### config.mk
export PLATFORM = sky130hd
export DESIGN_NAME = handshake_end_sync
export DESIGN_NICKNAME = d
export VERILOG_FILES = /design/src/rtl/handshake_pkg.sv /design/src/rtl/handshake_token_flag.sv /design/src/rtl/handshake_end_sync.sv
export SDC_FILE = /design/constraint.sdc
export NUM_CORES = 1
export LEC_CHECK = 0
export BUFFER_PORTS_ARGS = -buffer_cell sky130_fd_sc_hd__buf_2
export CAP_MARGIN = 30
export CORE_AREA = 2 2 65 67
export DETAILED_ROUTE_END_ITERATION = 10
export DIE_AREA = 0 0 67 69
export PLACE_DENSITY = 0.74
export SKIP_LAST_GASP = 1
export SYNTH_ARGS = -nofsm -noshare
export SYNTH_HDL_FRONTEND = slang
export SYNTH_SLANG_ARGS = --single-unit
export TNS_END_PERCENT = 5
### constraint.sdc
create_clock -name clk -period 1.25 [get_ports clk]
set_input_delay 0.25 -clock clk [delete_from_list [all_inputs] [get_ports clk]]
set_output_delay 0.25 -clock clk [all_outputs]
set_load 0.01 [all_outputs]
### src/rtl/handshake_pkg.sv
// Shared constants for the handshake dataflow components.
// Holds the COLLECT/EMIT state encoding for the end-synchronisation block.
package handshake_pkg;

    localparam logic STATE_COLLECT = 1'b0;
    localparam logic STATE_EMIT    = 1'b1;

    typedef enum logic {
        COLLECT = STATE_COLLECT,
        EMIT    = STATE_EMIT
    } sync_state_t;

endpackage

### src/rtl/handshake_token_flag.sv
// Sticky per-channel "token received" flag.
// Set by a transfer on its channel. Cleared when the round ends or on reset.
module handshake_token_flag (
    input  logic clk,
    input  logic rst,
    input  logic xfer,
    input  logic round_end,
    output logic flag
);

    // Clearing wins over setting. No channel can transfer while the round is ending.
    always_ff @(posedge clk) begin
        if (rst || round_end) begin
            flag <= 1'b0;
        end else if (xfer) begin
            flag <= 1'b1;
        end
    end

endmodule

### src/rtl/handshake_end_sync.sv
// Joins one result token with NUM_MEMS memory-completion tokens.
// Emits the result once every channel has delivered a token in the current round.
//
//   state   | meaning
//   --------+------------------------------------------------------------
//   COLLECT | accept the result token and the memory tokens, one per channel
//   EMIT    | present the stored result and stall all inputs until it is taken
module handshake_end_sync
    import handshake_pkg::*;
#(
    parameter int DATA_WIDTH = 32,
    parameter int NUM_MEMS   = 2
) (
    input  logic                  clk,
    input  logic                  rst,
    input  logic [DATA_WIDTH-1:0] ins,
    input  logic                  ins_valid,
    output logic                  ins_ready,
    input  logic [NUM_MEMS-1:0]   mem_valid,
    output logic [NUM_MEMS-1:0]   mem_ready,
    output logic [DATA_WIDTH-1:0] outs,
    output logic                  outs_valid,
    input  logic                  outs_ready
);

    sync_state_t           state;
    logic                  collecting;
    logic                  data_flag;
    logic [NUM_MEMS-1:0]   mem_flag;
    logic                  ins_xfer;
    logic [NUM_MEMS-1:0]   mem_xfer;
    logic                  round_end;
    logic                  complete;
    logic [DATA_WIDTH-1:0] data_reg;

    // Readies come only from registered state. They never look at outs_ready.
    assign collecting = (state == COLLECT);
    assign ins_ready  = collecting && !data_flag;
    assign mem_ready  = collecting ? ~mem_flag : '0;

    assign ins_xfer   = ins_valid && ins_ready;
    assign mem_xfer   = mem_valid & mem_ready;
    assign round_end  = outs_valid && outs_ready;

    // Transfers landing at this edge count towards completing the round.
    assign complete   = (data_flag || ins_xfer) && (&(mem_flag | mem_xfer));

    handshake_token_flag u_data_flag (
        .clk       (clk),
        .rst       (rst),
        .xfer      (ins_xfer),
        .round_end (round_end),
        .flag      (data_flag)
    );

    for (genvar i = 0; i < NUM_MEMS; i++) begin : g_mem_flag
        handshake_token_flag u_mem_flag (
            .clk       (clk),
            .rst       (rst),
            .xfer      (mem_xfer[i]),
            .round_end (round_end),
            .flag      (mem_flag[i])
        );
    end

    always_ff @(posedge clk) begin
        if (rst) begin
            data_reg <= '0;
        end else if (ins_xfer) begin
            data_reg <= ins;
        end
    end

    always_ff @(posedge clk) begin
        if (rst) begin
            state      <= COLLECT;
            outs_valid <= 1'b0;
        end else begin
            case (state)
                COLLECT: begin
                    if (complete) begin
                        state      <= EMIT;
                        outs_valid <= 1'b1;
                    end
                end
                EMIT: begin
                    if (outs_ready) begin
                        state      <= COLLECT;
                        outs_valid <= 1'b0;
                    end
                end
                default: begin
                    state      <= COLLECT;
                    outs_valid <= 1'b0;
                end
            endcase
        end
    end

    // ins_ready is 0 in EMIT, so data_reg cannot change while it is being presented.
    assign outs = data_reg;

endmodule

Word-level counts from Yosys, hierarchy flattened
Cells that the tools add are included.
- bits in registers: 37
- output and inout port bits: 36
- word-level logic and storage cells: 28
- eq/ne operators: 2
- mux-type cells: 7
- bitwise operators: 4
- reduce and logical (&&, ||, !) cells: 9
- operators with widths (kind ; count):
    1-bit logical AND ; 4
    1-bit two-way mux ; 4
    1-bit case mux with 2 select lines ; 2
    2-bit AND reduction ; 2
    2-bit bitwise AND ; 1
    1-bit logical OR ; 2
    2-bit two-way mux ; 1
    2-bit by 1-bit inequality test with 1-bit output (second input constant) ; 1
    2-bit inequality test (second input constant) ; 1
    2-bit NOT ; 1
    2-bit OR ; 1
    1-bit logical NOT ; 1
    1-bit NOT ; 1

Longest topological paths before layout
- depth after elaboration: 8
- mapped depth: 5

By module
From an unflattened synthesis, not the netlist that was laid out.
- cells, all modules: 164
- area, all modules: 1695.4 um^2
- by module, submodules not included (module ; instances ; cells each ; area an instance (um^2) ; sequential area each (um^2)):
    handshake_end_sync ; 1 ; 155 ; 1594.0 ; 680.7
    handshake_token_flag ; 3 ; 3 ; 33.8 ; 20.0

Worst setup path after synthesis
Ideal clock, no wire load.
- path type: register to register
- start: register state
- end: register data_reg[12] (netlist: outs[12])
- data arrival time: 1.029 ns
- required time: 1.178 ns
- slack: 0.150 ns
- cell stages (with the launch flop): 6
- buffers on the path: 3
- clock period less this slack: 1.100 ns
- cells stage by stage: dfxtp_1 buf_6 nor3b_2 buf_6 buf_12 mux2i_1
- cells in the longest elaborated chain, start to end: 3
- RTL lines (element ; RTL line ; text):
    start: declaration ; handshake_end_sync.sv:26 ; sync_state_t state;
    start signal: assignment ; handshake_end_sync.sv:76 ; state <= COLLECT;
    start signal: assignment ; handshake_end_sync.sv:82 ; state <= EMIT;
    start signal: assignment ; handshake_end_sync.sv:88 ; state <= COLLECT;
    1-bit NOT ; - ;
    1-bit logical AND ; handshake_end_sync.sv:38 ; assign ins_ready = collecting && !data_flag;
    1-bit logical AND ; handshake_end_sync.sv:41 ; assign ins_xfer = ins_valid && ins_ready;
    end signal: assignment ; handshake_end_sync.sv:70 ; data_reg <= ins;
    end: declaration ; handshake_end_sync.sv:34 ; logic [DATA_WIDTH-1:0] data_reg;
Every way passes these cells.
A chain may end at the register's enable or synchronous reset.

Worst setup path after layout
- start: register u_data_flag.flag
- end: register data_reg[18] (netlist: outs[18])
- cells in the longest elaborated chain, start to end: 3
- RTL lines (element ; RTL line ; text):
    start: declaration ; handshake_token_flag.sv:8 ; output logic flag
    start signal: assignment ; handshake_token_flag.sv:14 ; flag <= 1'b0;
    start signal: assignment ; handshake_token_flag.sv:16 ; flag <= 1'b1;
    1-bit logical NOT ; handshake_end_sync.sv:38 ;
    1-bit logical AND ; handshake_end_sync.sv:38 ;
    1-bit logical AND ; handshake_end_sync.sv:41 ;
Every way passes these cells.

==> results.json <==
{
  "gr-usage-all-layers": 0.150,
  "fin_nets": 273,
  "ys_ff_latch": 37,
  "synth_fp_nets": 202,
  "layout-drive-gt1-share": 0.368,
  "yosysWarnings": 0,
  "cp_slowest_cell": "dfxtp_1",
  "ant_nets": 0,
  "rows": 23,
  "netlist-cell-type-count": 17,
  "fin_crit_sh": 0.956,
  "worst_slew_pin_slew_ns": 0.305,
  "vias_per_cell": 4.53,
  "wire_per_inst_um": 11.2,
  "finalSetupViolCount": 0,
  "crit_arrival_ns": 1.40,
  "hold_buffers": 0,
  "gp_congestion": 0.775,
  "path_class": "flop to flop",
  "fp.dieH_um": 69,
  "io_buffers": 73,
  "fill_cells": 378,
  "min_path_type": "input port to flop",
  "pre_cts_slack_ns": 0.0596,
  "via_count": 1287,
  "cts_buffers": 5,
  "core_area_sq_um": 3910,
  "placed_cells": 278,
  "antenna_found_initial": 0,
  "grt_pass1_vias": 1242,
  "worst_ir_drop_vdd_mv": 0.704,
  "synth_top_area_frac": 0.436,
  "seq_area_frac_synth": 0.436,
  "n_antenna_cell": 0,
  "first_iter_violations": 54,
  "drt-total-wl_mm": 3.18,
  "synth_cells": 164,
  "fin_worst_skew_ns": 0.00732,
  "clockRootBuffer": "clkbuf_8",
  "outcome": "finished clean",
  "clock_sinks": 37,
  "clock_path_buffers": 2,
  "drv_cap": 0,
  "gr-total-overflow": 0,
  "synth_area_leader_cell": "dfxtp_1",
  "clock_latency_ns": 0.28,
  "ios": 74,
  "power.density_nw_per_um2": 1240,
  "cts_tree": "done",
  "finalHoldViolCount": 0,
  "worstPathMaxFanout": 33,
  "syn_avg_cell_area_sq_um": 10.4,
  "crit_required_ns": 1.46,
  "syn2layout_area_growth_pct": 25.2,
  "crit_path_cell_trace": "nor3b_4, buf_12, mux2i_1",
  "synth_area_leaders": "dfxtp_1, nand2b_1, mux2i_1",
  "fin_ws_ns": 0.0554,
  "hold_slack_ns": 0.216,
  "firstDrtPassIters": 4,
  "grt_max_degree": 34,
  "slowest_delay_ns": 0.36,
  "finalMaxSlewViolations": 0,
  "slew_headroom": 0.797,
  "ctsHtreeMaxLevel": 2,
  "stdcell_count": 284,
  "drc": 0,
  "rsz0062_at_grt": "yes",
  "grt_pass1_wl_mm": 5.29,
  "initial_core_util": 0.434,
  "clkSlewWorstSetupHoldPaths_ns": 0.07,
  "die-area_sq_um": 4620,
  "fin_crit_ns": 1.19,
  "fp.dieW_um": 67,
  "cp-end-kind": "flop",
  "startpoint_type": "flop",
  "fmax_mhz": 837,
  "hpwl_mm": 2.32,
  "p_leak_uw": 0.00102,
  "synth_area_sq_um": 1700
}
-- area by class of cell --
| class | instances | area, sq um | area share |
|---|---|---|---|
| Clock buffer | 5 | 68.8 | 0.0323 |
| Clock inverter | 1 | 5.00 | 0.00235 |
| Inverter | 2 | 7.51 | 0.00353 |
| Multi-Input combinational cell | 113 | 842 | 0.396 |
| Sequential cell | 37 | 742 | 0.349 |
| Tap cell | 50 | 62.6 | 0.0294 |
| Timing Repair Buffer | 76 | 400 | 0.188 |
-- layout by cell type, fill, tap and decap left out --
master | Yosys | final
buf_2 | 0 | 73
nand2b_1 | 66 | 66
dfxtp_1 | 37 | 36
mux2i_1 | 32 | 32
clkbuf_8 | 0 | 5
nor2_1 | 4 | 4
inv_1 | 2 | 2
a21oi_1 | 2 | 2
o32ai_1 | 2 | 2
buf_4 | 0 | 2
nor3b_4 | 0 | 1
a21o_1 | 1 | 1
o22ai_1 | 1 | 1
or2_2 | 1 | 1
a21bo_2 | 1 | 1
or2b_1 | 1 | 1
o21ba_1 | 1 | 1
clkinv_2 | 0 | 1
buf_12 | 3 | 1
dfxtp_2 | 0 | 1
-- layer usage --
layer | share of wire | up-vias | GRT usage
met5 | 0 | - | 0
met1 | 0.43 | 575 | 0.180
met3 | 0.062 | 7 | 0.0457
met4 | 0.022 | 0 | 0.0816
met2 | 0.49 | 37 | 0.233
li1 | - | 668 | -
-- worst max-delay path: cells and delay by family (launching register included) --
kind,cells,cell delay [ns]
flip-flops,1,0.36
AND/OR/NAND/NOR,1,0.24
multiplexers,1,0.23
buffers and inverters,1,0.26
-- Yosys cell counts --
master,n
a21bo_2,1
a21o_1,1
a21oi_1,2
buf_12,3
buf_6,3
clkbuf_1,6
dfxtp_1,37
inv_1,2
mux2i_1,32
nand2b_1,66
nor2_1,4
nor3b_2,1
o21ba_1,1
o22ai_1,1
o32ai_1,2
or2_2,1
or2b_1,1
-- cells by family after synthesis --
group / count (synthesis) / share of synthesized area
flip-flops: 37 / 0.436
AND/OR/NAND/NOR: 73 / 0.267
multiplexers: 32 / 0.188
buffers and inverters: 14 / 0.0728
AO/OA/AOI/OAI: 8 / 0.0361
-- state kept, by name, indices dropped and copies added, names as in the netlist --
register                    flops
state                           1
outs_valid                      1
outs                           32
u_data_flag.flag                1
g_mem_flag.u_mem_flag.flag      2
-- power breakdown --
part	switching (uW)	internal [uW]
combinational	259	288
clock	380	366
sequential	64.3	1290
total	703	1940
-- through the flow --
stage	setup TNS, ns	total power, uW	area (sq um)	utilization
6_report	0	2650	2130	0.544
5_1_grt	-0.0558	2800	2130	0.544
4_1_cts	0	2690	2130	0.544
3_5_place_dp	0	1930	2050	0.525
3_3_place_gp	0	1930	2050	0.525
2_1_floorplan	0	1760	1700	-
-- what timing repair did --
action,CTS,global route
setup endpoints to repair,2,3
gates resized for setup,1,0
setup buffers,0,0
-- worst paths after layout --
path / cells after the start / end / slack, ns / from
setup / recovery: 3 / outs[18]$_SDFFE_PP0P_ / 0.06 / u_data_flag.flag$_SDFFE_PP0P_
hold / removal: 3 / outs[29]$_SDFFE_PP0P_ / 0.22 / ins[29]
setup reg to reg: 3 / outs[18]$_SDFFE_PP0P_ / 0.06 / u_data_flag.flag$_SDFFE_PP0P_
hold reg to reg: 2 / g_mem_flag[0].u_mem_flag.flag$_SDFFE_PP0P_ / 0.47 / g_mem_flag[0].u_mem_flag.flag$_SDFFE_PP0P_
Power figures use the tool's default switching activity.
